==> src/rtl/multicycle_control_unit.sv <==
// Multicycle RV32I control unit: Moore FSM sequencing fetch, decode, execute,
// memory and writeback, with optional memory-ready stalls, optional full
// branch decode, illegal-instruction trapping and a retired-instruction counter.
module multicycle_control_unit #(
   parameter bit MEM_WAIT    = 1'b1,
   parameter bit BRANCH_FULL = 1'b1,
   parameter int CNT_W       = 32
) (
   input  logic             clk,
   input  logic             rst,
   input  logic [6:0]       Op,
   input  logic [2:0]       funct3,
   input  logic [6:0]       funct7,
   input  logic             Zero,
   input  logic             Lt,
   input  logic             Ltu,
   input  logic             mem_ready,
   output logic             PCWrite,
   output logic             AdrSrc,
   output logic             IRWrite,
   output logic             MemWrite,
   output logic             RegWrite,
   output logic [1:0]       ResultSrc,
   output logic [1:0]       ALUSrcA,
   output logic [1:0]       ALUSrcB,
   output logic [1:0]       ImmSrc,
   output logic [2:0]       ALUControl,
   output logic             illegal,
   output logic             instr_done,
   output logic [CNT_W-1:0] instret
);

   localparam logic [6:0] OP_LW  = 7'b0000011;
   localparam logic [6:0] OP_SW  = 7'b0100011;
   localparam logic [6:0] OP_R   = 7'b0110011;
   localparam logic [6:0] OP_I   = 7'b0010011;
   localparam logic [6:0] OP_BR  = 7'b1100011;
   localparam logic [6:0] OP_JAL = 7'b1101111;

   localparam logic [2:0] ALU_ADD = 3'b000;
   localparam logic [2:0] ALU_SUB = 3'b001;
   localparam logic [2:0] ALU_AND = 3'b010;
   localparam logic [2:0] ALU_OR  = 3'b011;
   localparam logic [2:0] ALU_SLT = 3'b101;

   typedef enum logic [3:0] {
      S_FETCH    = 4'd0,
      S_DECODE   = 4'd1,
      S_MEMADR   = 4'd2,
      S_MEMREAD  = 4'd3,
      S_MEMWB    = 4'd4,
      S_MEMWRITE = 4'd5,
      S_EXECR    = 4'd6,
      S_EXECI    = 4'd7,
      S_ALUWB    = 4'd8,
      S_JAL      = 4'd9,
      S_BRANCH   = 4'd10,
      S_TRAP     = 4'd11
   } state_t;

   state_t           state_r;
   logic [CNT_W-1:0] instret_r;
   logic             rdy_s;
   logic             alu_f3_ok_s;
   logic             legal_s;
   logic             take_s;
   logic [2:0]       alu_r_s;
   logic [2:0]       alu_i_s;
   logic             pcw_s, adr_s, irw_s, mw_s, rw_s, ill_s, done_s;
   logic [1:0]       rs_s, sa_s, sb_s;
   logic [2:0]       alu_s;

   // A disabled handshake makes every memory access complete immediately.
   assign rdy_s = mem_ready | ~MEM_WAIT;

   // Instruction legality, ALU operation decode and branch condition.
   always_comb begin
      alu_f3_ok_s = (funct3 == 3'b000) || (funct3 == 3'b010) ||
                    (funct3 == 3'b110) || (funct3 == 3'b111);
      case (Op)
         OP_LW, OP_SW, OP_JAL: legal_s = 1'b1;
         OP_R:   legal_s = alu_f3_ok_s &&
                           ((funct7 == 7'b0000000) ||
                            ((funct7 == 7'b0100000) && (funct3 == 3'b000)));
         OP_I:   legal_s = alu_f3_ok_s;
         OP_BR: begin
            if (BRANCH_FULL) begin
               legal_s = (funct3 != 3'b010) && (funct3 != 3'b011);
            end else begin
               legal_s = (funct3 == 3'b000);
            end
         end
         default: legal_s = 1'b0;
      endcase
      case (funct3)
         3'b010:  alu_i_s = ALU_SLT;
         3'b110:  alu_i_s = ALU_OR;
         3'b111:  alu_i_s = ALU_AND;
         default: alu_i_s = ALU_ADD;
      endcase
      if ((funct3 == 3'b000) && funct7[5]) begin
         alu_r_s = ALU_SUB;
      end else begin
         alu_r_s = alu_i_s;
      end
      case (funct3)
         3'b000:  take_s = Zero;
         3'b001:  take_s = ~Zero;
         3'b100:  take_s = Lt;
         3'b101:  take_s = ~Lt;
         3'b110:  take_s = Ltu;
         3'b111:  take_s = ~Ltu;
         default: take_s = 1'b0;
      endcase
   end

   // Immediate format follows the opcode directly, independent of state.
   always_comb begin
      case (Op)
         OP_SW:   ImmSrc = 2'b01;
         OP_BR:   ImmSrc = 2'b10;
         OP_JAL:  ImmSrc = 2'b11;
         default: ImmSrc = 2'b00;
      endcase
   end

   // Per-state datapath controls; rdy and take are the only input-dependent terms.
   always_comb begin
      pcw_s  = 1'b0;
      adr_s  = 1'b0;
      irw_s  = 1'b0;
      mw_s   = 1'b0;
      rw_s   = 1'b0;
      ill_s  = 1'b0;
      done_s = 1'b0;
      rs_s   = 2'b00;
      sa_s   = 2'b00;
      sb_s   = 2'b00;
      alu_s  = ALU_ADD;
      case (state_r)
         S_FETCH: begin
            irw_s = rdy_s;
            pcw_s = rdy_s;
            sb_s  = 2'b10;
            rs_s  = 2'b10;
         end
         S_DECODE: begin
            sa_s = 2'b01;
            sb_s = 2'b01;
         end
         S_MEMADR: begin
            sa_s = 2'b10;
            sb_s = 2'b01;
         end
         S_MEMREAD:  adr_s = 1'b1;
         S_MEMWB: begin
            rs_s = 2'b01;
            rw_s = 1'b1;
            done_s = 1'b1;
         end
         S_MEMWRITE: begin
            adr_s  = 1'b1;
            mw_s   = 1'b1;
            done_s = rdy_s;
         end
         S_EXECR: begin
            sa_s  = 2'b10;
            alu_s = alu_r_s;
         end
         S_EXECI: begin
            sa_s  = 2'b10;
            sb_s  = 2'b01;
            alu_s = alu_i_s;
         end
         S_ALUWB: begin
            rw_s   = 1'b1;
            done_s = 1'b1;
         end
         S_JAL: begin
            sa_s  = 2'b01;
            sb_s  = 2'b10;
            pcw_s = 1'b1;
         end
         S_BRANCH: begin
            sa_s   = 2'b10;
            alu_s  = ALU_SUB;
            pcw_s  = take_s;
            done_s = 1'b1;
         end
         S_TRAP:  ill_s = 1'b1;
         default: ill_s = 1'b0;
      endcase
   end

   // Strobes are suppressed while reset is held so no write escapes a reset.
   assign PCWrite    = pcw_s & ~rst;
   assign IRWrite    = irw_s & ~rst;
   assign MemWrite   = mw_s & ~rst;
   assign RegWrite   = rw_s & ~rst;
   assign instr_done = done_s & ~rst;
   assign illegal    = ill_s & ~rst;
   assign AdrSrc     = adr_s;
   assign ResultSrc  = rs_s;
   assign ALUSrcA    = sa_s;
   assign ALUSrcB    = sb_s;
   assign ALUControl = alu_s;
   assign instret    = instret_r;

   // State sequencing and retired-instruction counting.
   always_ff @(posedge clk) begin
      if (rst) begin
         state_r   <= S_FETCH;
         instret_r <= {CNT_W{1'b0}};
      end else begin
         if (done_s) begin
            instret_r <= instret_r + CNT_W'(1'b1);
         end
         case (state_r)
            S_FETCH:   if (rdy_s) state_r <= S_DECODE;
            S_DECODE: begin
               if (!legal_s) begin
                  state_r <= S_TRAP;
               end else begin
                  case (Op)
                     OP_LW, OP_SW: state_r <= S_MEMADR;
                     OP_R:         state_r <= S_EXECR;
                     OP_I:         state_r <= S_EXECI;
                     OP_BR:        state_r <= S_BRANCH;
                     OP_JAL:       state_r <= S_JAL;
                     default:      state_r <= S_TRAP;
                  endcase
               end
            end
            S_MEMADR:   state_r <= (Op == OP_LW) ? S_MEMREAD : S_MEMWRITE;
            S_MEMREAD:  if (rdy_s) state_r <= S_MEMWB;
            S_MEMWB:    state_r <= S_FETCH;
            S_MEMWRITE: if (rdy_s) state_r <= S_FETCH;
            S_EXECR:    state_r <= S_ALUWB;
            S_EXECI:    state_r <= S_ALUWB;
            S_ALUWB:    state_r <= S_FETCH;
            S_JAL:      state_r <= S_ALUWB;
            S_BRANCH:   state_r <= S_FETCH;
            S_TRAP:     state_r <= S_TRAP;
            default:    state_r <= S_FETCH;
         endcase
      end
   end

endmodule

==> config.mk <==
export PLATFORM = sky130hd
export DESIGN_NAME = multicycle_control_unit
export DESIGN_NICKNAME = d
export VERILOG_FILES = /design/src/rtl/multicycle_control_unit.sv
export SDC_FILE = /design/constraint.sdc
export NUM_CORES = 1
export LEC_CHECK = 0
export CORE_AREA = 3 3 69 83
export CTS_CLUSTER_DIAMETER = 150
export CTS_CLUSTER_SIZE = 40
export DETAILED_ROUTE_END_ITERATION = 12
export DIE_AREA = 0 0 72 86
export PLACE_DENSITY = 0.89
export SLEW_MARGIN = 20
export SYNTH_ARGS = -nofsm -noshare
export SYNTH_HDL_FRONTEND = slang
export SYNTH_SLANG_ARGS = --single-unit
==> constraint.sdc <==
create_clock -name clk -period 2.1 [get_ports clk]
set_input_delay 0.42 -clock clk [delete_from_list [all_inputs] [get_ports clk]]
set_output_delay 0.42 -clock clk [all_outputs]
set_load 0.005 [all_outputs]
==> results_dict.tcl, run 1 <==
set metrics [dict create \
    root_buffer "clkbuf_8" \
    cts_tree "done" \
    vdd.ir_drop.worst_v 0.0004170 \
    crit_slowest_cell "nor3_1" \
    slew_headroom 0.7603 \
    die_h_microns 86 \
    status "completed" \
    setup_tns_ns 0 \
    synth_seq_cells 36 \
    end_kind "output port" \
    reg2reg_from "instret[14]" \
    grt-ovfl-total 0 \
    syn_nets 325 \
    syn_avg_cell_area_sq_um 7.540 \
    drv_cap 0 \
    globalplace.congestion 0.8918 \
    initial_core_util 0.4530 \
    critPathRequiredTime_ns 1.68 \
    min_delay_path_depth 2 \
    synthTopCellsByArea "dfxtp_1 (32%), nor2_1 (5.8%), a21oi_1 (4.6%), nand2_1 (4.6%), xnor2_1 (4.6%)" \
    grt_first_pass_wirelength_microns 11030 \
    cp-start-kind "input pin" \
    r2r_slack_ns 0.18 \
    fmax_mhz 477.2 \
    p_per_area_mw_per_mm2 584.6 \
    finalPower_mw 2.049 \
    yosys.area.top_type "dfxtp_1" \
    synth.cell_area_sq_mm 0.002270 \
    routed-via-count 2631 \
    dr.pass1.iters 4 \
    cts_buffers 5 \
    final_common_cell "clkdlybuf4s50_1" \
    antenna_left 0 \
    cp.arrival_ns 1.68 \
    worstPathMaxFanout 2 \
    fillers 396 \
    antenna_found_initial 0 \
    cpPeakStageDelay_ns 0.24 \
    fin_crit_sh 0.9978 \
    syn_to_final_growth_pct 54.47 \
    ys_warn_count 0 \
    synth_edf_count 0 \
    syn_inst 301 \
    num_antenna_cells 0 \
    whs_ns 0.5042 \
    grt.total_usage 0.2165 \
    min_to "instret[30]" \
    clock-sinks 36 \
    path_class "input pin to output port" \
    rows 28 \
    cts_buffer_depth 2 \
    dieArea_sq_mm 0.006192 \
    mostFrequentLayoutCells "clkdlybuf4s50_1 (50), buf_4 (44), nor2_1 (34)" \
    num-nets-final 433 \
    ys.flop_type "dfxtp_1" \
    wl_per_cell_microns 14.03 \
    worstMarginPinSlew_ns 0.3596 \
    setup_viol 0 \
    portBuffers 72 \
    hold_start "instret[30]" \
    netlist.area_leader.share 0.3175 \
    drc 0 \
    ys_async_sr_fraction 0 \
    fin_crit_ns 2.095 \
    grt_pass1_vias 2509 \
    drive_gt1_frac 0.2049 \
    vias_per_cell 5.598 \
    dr.first_iter.drc_count 151 \
    die_w_microns 72 \
    ios 73 \
    coreArea_sq_mm 0.005010 \
    clkLatencyLatePin_ns 0.29 \
    crit-reg2reg-capture "instret[24]" \
    cp_cell_sequence "dlygate4sd2_1 -> mux2i_1 -> xnor2_1 -> a21o_1 -> a31oi_1 -> nor3_1 -> buf_2" \
    hold_path.class "flop to flop" \
    cts.reportedPaths.clkPinSlew_ns 0.07 \
    finalHoldViolations 0 \
    wirelength_microns 6595 \
    grt_max_degree 36 \
    skew_ns 0.009103 \
    p_leak_nw 1.373 \
    slew_violations 0 \
    dp_hpwl_microns 5032 \
    htree_levels 2 \
    synth_seq_area_share 0.3175 \
    synth.distinct_cells 51 \
    r2r_cells 5 \
]
## registers in the layout, summed over array words and instances (netlist names)
register and count:
instret 32, state_r 4
## per-layer routing
metal	up-vias	part of all wire	global-route usage	routed length [microns]
met5	-	0	0	0
met4	0	0.034	0.1162	223
met3	17	0.053	0.04572	349
met2	93	0.52	0.3871	3425
met1	1221	0.39	0.2347	2597
li1	1300	-	-	-
## area by class of cell
class	count	area, sq um	area share
inverter	6	22.52	0.006424
timing repair buffer	119	1065	0.3037
clock buffer	7	96.34	0.02748
clock inverter	1	30.03	0.008565
sequential	36	735.7	0.2099
multi-input combinational	241	1481	0.4226
tap	60	75.07	0.02141
## worst max path at each step
stage,startpoint,endpoint
after floorplan,rst,instr_done
after global placement,funct3[1],PCWrite
after detailed placement,funct3[1],PCWrite
after CTS,Zero,PCWrite
after global routing,state_r[0],illegal
final,funct3[1],PCWrite
## synthesized netlist by cell type, drive strengths merged (3+ instances only)
cell and instances:
a21oi 21, a31oi 5, clkbuf 10, o31ai 4
a211oi 4, or3 14, nor4 5, xnor2 12
a21o 4, nand2b 5, dfxtp 36, and3 4
inv 6, nand2 28, mux2 3, nor2 36
or2 3, o21ai 17, xor2 4, nor3 17
nor2b 9, or4 3, nand3 12, nor3b 4
nand4 11, buf 8
## what timing repair did
item | CTS | global route
hold buffers | 0 | 0
pin swaps | 10 | 4
setup buffers | 6 | 1
gates resized for setup | 43 | 11
endpoints found under the setup margin | 18 | 9
## per-stage QoR
| stage | util | instance area [sq um] | setup WS [ns] | cells |
|---|---|---|---|---|
| finish | 0.6998 | 3506 | 0.004601 | 470 |
| global route | 0.6998 | 3506 | -0.002222 | 470 |
| CTS | 0.6943 | 3478 | -0.06265 | 469 |
| detailed placement | 0.6553 | 3283 | -0.5947 | 455 |
| global placement | 0.6553 | 3283 | -0.4630 | 455 |
| floorplan | - | 2270 | 0.3633 | 301 |
## report_power, final
part           leakage (nW)  switching, mW  internal (mW)
registers             0.293         0.0356          0.708
clock network        0.0645          0.249          0.419
logic                  1.02          0.293          0.345
## worst max-delay path, delay by kind of cell
family / cells / cell delay [ns]
AO/OA/AOI/OAI: 2 / 0.23
XOR/XNOR: 1 / 0.15
buffers and inverters: 2 / 0.41
multiplexers: 1 / 0.22
AND/OR/NAND/NOR: 1 / 0.24
## logic make-up (layout without fill, tap and decap cells)
logic type / count (synthesis) / count (layout) / share of synthesized area
xor gates and xnor gates: 16 / 16 / 0.06174
DFF: 36 / 36 / 0.3175
buffers and inverters: 24 / 133 / 0.04630
muxes: 4 / 4 / 0.01929
AOI/OAI and AO/OA: 63 / 63 / 0.1665
adders and majority gates: 1 / 1 / 0.005512
and+or+nand+nor: 157 / 157 / 0.3831
Power figures use the tool's default switching activity.
==> run 2, diff against run 1 <==
CORE_AREA = 3 3 78 95   (was 3 3 69 83)
DIE_AREA = 0 0 81 98   (was 0 0 72 86)
PLACE_DENSITY = 0.75   (was 0.89)
clock period = 1.81 ns   (was 2.1 ns; I/O delays follow)
==> results_dict.tcl, run 2 (synthesis gave the netlist of run 1 again) <==
set metrics [dict create \
    largest_reg_flops 32 \
    end_kind "output port" \
    coreArea_sq_mm 0.006486 \
    wirelength_microns 7422 \
    swShare 0.3074 \
    initial_core_util 0.3499 \
    crit_slowest_cell "dlygate4sd2_1" \
    drc 0 \
    p_leak_nw 1.653 \
    drv_cap 0 \
    vdd.ir_drop.worst_v 0.0003774 \
    p_switching_mw 0.7276 \
    cp.arrival_ns 1.48 \
    p_clk_frac 0.260 \
    startpoint "funct3[1]" \
    worst-path-buf-inv 2 \
    finalHoldViolations 0 \
    grt_first_pass_wirelength_microns 12320 \
    skew_ns 0.002743 \
    htree_levels 2 \
    worstPathMaxFanout 2 \
    slew_violations 0 \
    cts.reportedPaths.clkPinSlew_ns 0.07 \
    dp_hpwl_microns 5194 \
    final_common_cell "buf_4" \
    setup_slack_ns -0.03057 \
    setup_viol 4 \
    setup_tns_ns -0.08504 \
    num_antenna_cells 0 \
    fin_crit_ns 1.841 \
    violations "setup timing" \
    power_frac_seq 0.361 \
    grt-ovfl-total 0 \
    cts_tree "done" \
    portBuffers 72 \
    hold_path.class "flop to flop" \
    antenna_left 0 \
    grt_max_degree 36 \
    reg2reg_from "state_r[2]" \
    clock-sinks 36 \
    whs_ns 0.5062 \
    drive_gt1_frac 0.3504 \
    root_buffer "clkbuf_8" \
    routed-via-count 2800 \
    globalplace.congestion 0.8246 \
    finalPower_mw 2.367 \
    dr.pass1.iters 4 \
    die_w_microns 81 \
    vias_per_cell 5.253 \
    syn_to_final_growth_pct 76.41 \
    ios 73 \
    p_per_area_mw_per_mm2 591.2 \
    clkLatencyLatePin_ns 0.28 \
    cp_cell_sequence "dlygate4sd2_1 -> mux2i_1 -> xnor2_1 -> a21o_1 -> a31oi_1 -> nor3_1 -> buf_2" \
    hold_buffers 0 \
    combinationalPowerShare 0.379 \
    cts_buffer_depth 2 \
    fmax_mhz 543.3 \
    status "finished with violations" \
    rsz0062_at_grt "true" \
    grt.total_usage 0.1911 \
    slew_headroom 0.6844 \
    antenna_found_initial 0 \
    rows 32 \
    cpPeakStageDelay_ns 0.23 \
    fillers 581 \
    finalCoreUtilization 0.6173 \
    grt_pass1_vias 2865 \
    dr.first_iter.drc_count 94 \
    critPathRequiredTime_ns 1.45 \
    dieArea_sq_mm 0.007938 \
    die_h_microns 98 \
    cts_buffers 5 \
    path_class "input pin to output port" \
    intPower_mw 1.640 \
    num-nets-final 472 \
    hold_start "instret[27]" \
    cp-start-kind "input pin" \
    wl_per_cell_microns 13.92 \
    worstMarginPinSlew_ns 0.4721 \
    path_delay_family "buffers and inverters" \
    fin_crit_sh 1.017 \
    mostFrequentLayoutCells "buf_4 (71), clkdlybuf4s50_1 (40), nor2_1 (31), dfxtp_1 (31), nand2_1 (27)" \
]
-- run 2: path summary, 6_finish.rpt --
kind	slack (ns)	to	depth (start not counted)
min	0.51	instret[27]	2
max	-0.03	PCWrite	7
min reg2reg	0.51	instret[27]	2
max reg2reg	-0.02	instret[31]	7
-- run 2: per-stage QoR --
stage | area, sq um | cells | worst slack (ns)
6_report | 4004 | 533 | -0.03057
4_1_cts | 3862 | 530 | -0.1871
3_3_place_gp | 3575 | 513 | -0.6989
5_1_grt | 4004 | 533 | -0.1251
2_1_floorplan | 2270 | 301 | 0.1185
3_5_place_dp | 3575 | 513 | -0.7121
-- run 2: power groups by stage --
stage                     Combinational [mW]  Sequential (mW)  Clock (mW)
after floorplan                        0.367            0.849           0
after global placement                 0.771            0.865           0
after detailed placement               0.785            0.866           0
after CTS                              0.837            0.853       0.630
after global routing                   0.973            0.858       0.662
final                                  0.896            0.855       0.616
-- run 2: layout make-up --
cell class | count | area (sq um) | area share
clock buffer | 7 | 96.34 | 0.02406
sequential | 36 | 732.0 | 0.1828
tap | 85 | 106.4 | 0.02656
inverter | 6 | 22.52 | 0.005625
timing repair buffer | 158 | 1348 | 0.3366
multi-input combinational | 241 | 1699 | 0.4244
-- run 2: what timing repair did --
item	CTS	global route
gates cloned	1	1
pin swaps	21	20
gates resized for setup	91	44
setup buffers	9	2
setup endpoints to repair	38	43
-- run 2: worst register-to-register path, stage by stage, from the launching register on --
cell     delay (ns)
dfxtp_4        0.36
buf_6          0.12
nor3b_4        0.21
a31o_1         0.18
nand4_1        0.17
buf_6          0.18
or4_4          0.41
a21oi_2        0.13
-- run 2: routing by layer --
metal / vias to the layer above / share of wire / track usage
met5: - / 0 / 0
met4: 0 / 0.028 / 0.09233
met3: 20 / 0.057 / 0.04336
met2: 97 / 0.53 / 0.3390
met1: 1307 / 0.38 / 0.2086
li1: 1376 / - / -
==> patch 1 (config.mk and constraints of run 1) <==
The 12 states of `state_t` get a Gray code encoding in 4 bits.
--- a/src/rtl/multicycle_control_unit.sv
+++ b/src/rtl/multicycle_control_unit.sv
@@ -44,18 +44,18 @@
    localparam logic [2:0] ALU_SLT = 3'b101;
 
    typedef enum logic [3:0] {
-      S_FETCH    = 4'd0,
-      S_DECODE   = 4'd1,
-      S_MEMADR   = 4'd2,
-      S_MEMREAD  = 4'd3,
-      S_MEMWB    = 4'd4,
-      S_MEMWRITE = 4'd5,
-      S_EXECR    = 4'd6,
-      S_EXECI    = 4'd7,
-      S_ALUWB    = 4'd8,
-      S_JAL      = 4'd9,
-      S_BRANCH   = 4'd10,
-      S_TRAP     = 4'd11
+      S_FETCH    = 4'b0000,
+      S_DECODE   = 4'b0001,
+      S_MEMADR   = 4'b0011,
+      S_MEMREAD  = 4'b0010,
+      S_MEMWB    = 4'b0110,
+      S_MEMWRITE = 4'b0111,
+      S_EXECR    = 4'b0101,
+      S_EXECI    = 4'b0100,
+      S_ALUWB    = 4'b1100,
+      S_JAL      = 4'b1101,
+      S_BRANCH   = 4'b1111,
+      S_TRAP     = 4'b1110
    } state_t;
 
    state_t           state_r;
Check against the original RTL: same outputs for any inputs over 10 cycles, from zero or initial values and one cycle with rst high; not proved beyond that.
==> patch 1 against run 1 <==
Sequential cell count did not move. Total power down 6.9%. Synthesized cell count rose by 2.3%. Area after synthesis grew 1.7%. Wire length up 7.6%. Worst setup slack better by 0.047 ns. Sequential power rose by 0.7%. Die area stayed put. Sequential share of layout area decreased by 0.42 points. Cell area grew 1.7%. Critical path type unchanged.
==> patch 1: results (changes against run 1) <==
place:
  gp_congestion: 0.9090  # +1.9%
  pre_cts_ws_ns: -0.5403  # +0.05442 ns
cells_and_area:
  fill_cells: 395  # -0.25%
  drive_gt1_share_pct: 21.82  # +1.3 points
  fin_nets: 441  # +1.8%
worst_setup_path:
  r2r-end: "instret[23]"
  worstPathMaxFanout: 3  # +1
  r2r_cells: 7  # +2
  max_stage_delay_ns: 0.31  # +0.07 ns
synthesis:
  synth_area_leaders: "dfxtp_1 31%, o21ai_0 5.9%, a21oi_1 5.4%, nor2_1 5.2%, nand2_1 4.2%"
  synth-seq-area-share_pct: 31.22  # -0.53 points
  synth_xor_area_share_pct: 6.450  # +0.28 points
  synth_compound_area_share_pct: 18.75  # +2.1 points
  synth.cells.most_frequent: "36 x dfxtp_1, 32 x nor2_1, 27 x o21ai_0"
  syn_nets: 332  # +2.2%
grt:
  grt_max_degree: 28  # -22%
  track_usage_pct: 23.95  # +2.3 points
  grt_pass1_vias: 2659  # +6.0%
  grt_pass1_wl_um: 12160  # +10%
route:
  dr_wl_met3_um: 262  # -25%
  dr_wl_met2_um: 3710  # +8.3%
  wl_um: 7093  # +7.6%
  wl_met1_um: 2962  # +14%
status:
  status: "completed"
worst_hold_path:
  whs_endpoint: "instret[31]"
pwr:
  p_leak_nw: 1.410  # +2.7%
timing:
  whs_ns: 0.4759  # -0.02829 ns
  finalClockSkew_ns: 0.004921  # -0.004182 ns
## patch 1: cell count changes after synthesis, moves of 4 or more
cell	run 1	this run
nor2b_1	9	4
nor3_1	14	8
a21oi_1	21	25
o21ai_0	17	27
a21o_1	4	0
xor2_1	4	9
xnor2_1	12	8
## patch 1: cell families (layout without fill, tap and decap cells)
logic type      count (synthesis)  after routing
buf+inv                        29            138
simple gates                  147            147
compound gates                 74             74
xor+xnor                       17             17
mux                             3              3
flops                          36             36
fa+ha+maj                       2              2
## patch 1: power by group through the flow
stage                     clock network [mW]  registers [mW]  logic, mW
after floorplan                            0           0.725      0.299
final                                  0.531           0.748      0.629
after global placement                     0           0.740      0.579
after CTS                              0.535           0.742      0.622
after global routing                   0.571           0.752      0.679
after detailed placement                   0           0.742      0.594
## patch 1: area by class of cell
cell class	count	share of cell area (%)
flip-flops and latches	36	20.56
repair buffers	122	30.18
inverters	9	0.9474
multi-input cells	243	43.51
well taps	60	2.105
clock buffers	7	2.702
## patch 1: tightest hold or removal path: cells and delay by family (launching register included)
| family | cells | cell delay [ns] |
|---|---|---|
| AOI/OAI and AO/OA | 2 | 0.11 |
| DFF | 1 | 0.32 |
## patch 1: how the worst max path moves through the flow
stage	cells after the start	from	to	slack (ns)
6_report	6	funct3[1]	ALUControl[0]	0.05
5_1_grt	4	state_r[1]	ALUControl[1]	0.01
4_1_cts	6	funct7[5]	ALUControl[0]	-0.01
3_5_place_dp	6	funct3[0]	ALUControl[0]	-0.54
3_3_place_gp	6	funct3[1]	PCWrite	-0.49
2_1_floorplan	8	instret[0]	instret[30]	0.20
## patch 1: through the flow
step | instances | area (um^2)
4_1_cts | 478 | 3557
3_5_place_dp | 466 | 3369
6_report | 477 | 3566
5_1_grt | 477 | 3566
2_1_floorplan | 308 | 2308
3_3_place_gp | 466 | 3369
## patch 1: timing repair
action	CTS	global route
buffers inserted	5	0
gates resized for setup	51	13
endpoints found under the setup margin	18	16
endpoints found under the hold margin	0	0
pin swaps	7	3
## patch 1: layer usage
layer | track usage (%) | vias to the layer above
met1 | 28.23 | 1285
met3 | 3.751 | 15
met5 | 0 | -
met4 | 7.863 | 0
li1 | - | 1344
met2 | 43.56 | 67
==> patch 2 (config.mk and constraints of run 1) <==
Made on the original files. `BRANCH_FULL`: 1'b1 -> 1'b0.
--- a/src/rtl/multicycle_control_unit.sv
+++ b/src/rtl/multicycle_control_unit.sv
@@ -3,7 +3,7 @@
 // branch decode, illegal-instruction trapping and a retired-instruction counter.
 module multicycle_control_unit #(
    parameter bit MEM_WAIT    = 1'b1,
-   parameter bit BRANCH_FULL = 1'b1,
+   parameter bit BRANCH_FULL = 1'b0,
    parameter int CNT_W       = 32
 ) (
    input  logic             clk,
Function: changed (Yosys sat finds a counterexample within 4 cycles, from zero or initial values and one cycle with rst high).
==> patch 2 against run 1 <==
Sequential share of layout area down 1.1 points. Count of clock-buffer cells in the layout is the same. Non-clock buffer count unchanged. Area after synthesis up 6.3%. Sequential cell count stayed put. Total power grew 24%. Cell count is the same. Die area unchanged. Sequential power up 11%. Synthesized cell count up 0.66%. Cell area is 5.2% higher. Wire length is 13% higher. Worst setup slack improved by 0.024 ns. Critical path depth shrank 3. Critical endpoint is now ALUSrcA[1].
==> patch 2: results (changes against run 1) <==
worst_hold_path:
  hp-class: "flip-flop to flip-flop"
  hp-start: "instret[8]"
  whs_endpoint: "instret[8]"
synthesis:
  synth_xor_area_share_pct: 1.815  # -4.4 points
  syn_area_per_cell_um2: 7.961  # +5.6%
  synthDistinctLibCells: 50  # -2.0%
  synth_compound_area_share_pct: 15.30  # -1.3 points
  synthMuxAreaShare_pct: 9.232  # +7.3 points
  synth.cells.most_frequent: "36 x dfxtp_1, 31 x nor2_1, 25 x nor2b_1"
  syn_nets: 327  # +0.62%
  synth_fa_ha_area_share_pct: 0.5187  # -0.033 points
  synth_area_leaders: "dfxtp_1 30%, mux2_2 8.4%, nor2b_1 6.5%, nor2_1 4.8%, and4_1 3.3%"
  synth-seq-area-share_pct: 29.88  # -1.9 points
  ys.flop_type: "dfxtp_1"
timing:
  tightestPinTransition_ns: 0.3747  # +0.01509 ns
  timing.final.ws_setup_ns: 0.02853  # +0.02393 ns
  whs_ns: 0.4956  # -0.008619 ns
  finalClockSkew_ns: 0.009904  # +0.0008012 ns
worst_setup_path:
  startpoint: "state_r[2]"
  r2r_start: "state_r[0]"
  r2r_setup_slack_ns: 0.13  # -0.05 ns
  worstSetupEndpoint: "ALUSrcA[1]"
  slowest_stage: "clkdlybuf4s50_1"
  worstPathMaxFanout: 12  # +10
  r2r-end: "instret[28]"
  cp.arrival_ns: 1.65  # -0.03 ns
  r2r_cells: 6  # +1
  max_stage_delay_ns: 0.50  # +0.26 ns
pwr:
  power.share.clock_pct: 21.0  # -12 points
  powerSeq_mw: 0.824  # +11%
  pg_clk_mw: 0.533  # -20%
  p_leak_nw: 1.473  # +7.2%
  ir_worst_vdd_mv: 0.5809  # +39%
  p_sw_mw: 0.8903  # +54%
route:
  drt_iter0_drc: 180  # +19%
  vias: 2763  # +5.0%
  wl_per_cell_um: 15.79  # +13%
  post_drt_via_cell_ratio: 5.879  # +5.0%
place:
  detailed_place.area_um2: 3492  # +6.4%
  gp_congestion: 0.8703  # -2.4%
  pre_cts_ws_ns: -0.5593  # +0.03541 ns
  place_inst: 462  # +1.5%
  dp_hpwl_um: 5370  # +6.7%
grt:
  grt_pass1_wl_um: 12060  # +9.4%
  grt_pass1_vias: 2737  # +9.1%
  track_usage_pct: 24.19  # +2.5 points
cts:
  clk_pin_slew_ns: 0.07  # about the same
  numCtsBuffers: 5  # unchanged
  clk_path_buf_depth: 2  # unchanged
cells_and_area:
  fin_nets: 434  # +0.23%
  drive_gt1_share_pct: 23.17  # +2.7 points
status:
  status: "completed"
[patch 2: routing by layer]
metal  vias to the layer above  global-route usage [%]  wire length, um
met1                      1289                   26.43             2916
met4                         0                   11.28              172
li1                       1359                       -                -
met2                       103                   43.48             3848
met3                        12                   5.627              484
met5                         -                       0                0
[patch 2: final cells by class]
| type | count | area [um^2] |
|---|---|---|
| timing repair buffer | 119 | 1080 |
| multi-input combinational | 243 | 1685 |
| clock buffer | 7 | 96.34 |
| sequential | 36 | 733.2 |
| tap | 60 | 75.07 |
| fill | 375 | 1321 |
| inverter | 5 | 18.77 |
[patch 2: repair_timing]
action / CTS / global route
resized for setup: 48 / 14
gates cloned: 0 / 0
setup buffers: 0 / 1
setup endpoints to repair: 33 / 12
pin swaps: 1 / 1
[patch 2: critical path: cells and delay by family, from the launching register on]
kind / cells / cell delay [ns]
buffers and inverters: 2 / 0.66
flip-flops: 1 / 0.38
AND/OR/NAND/NOR: 2 / 0.32
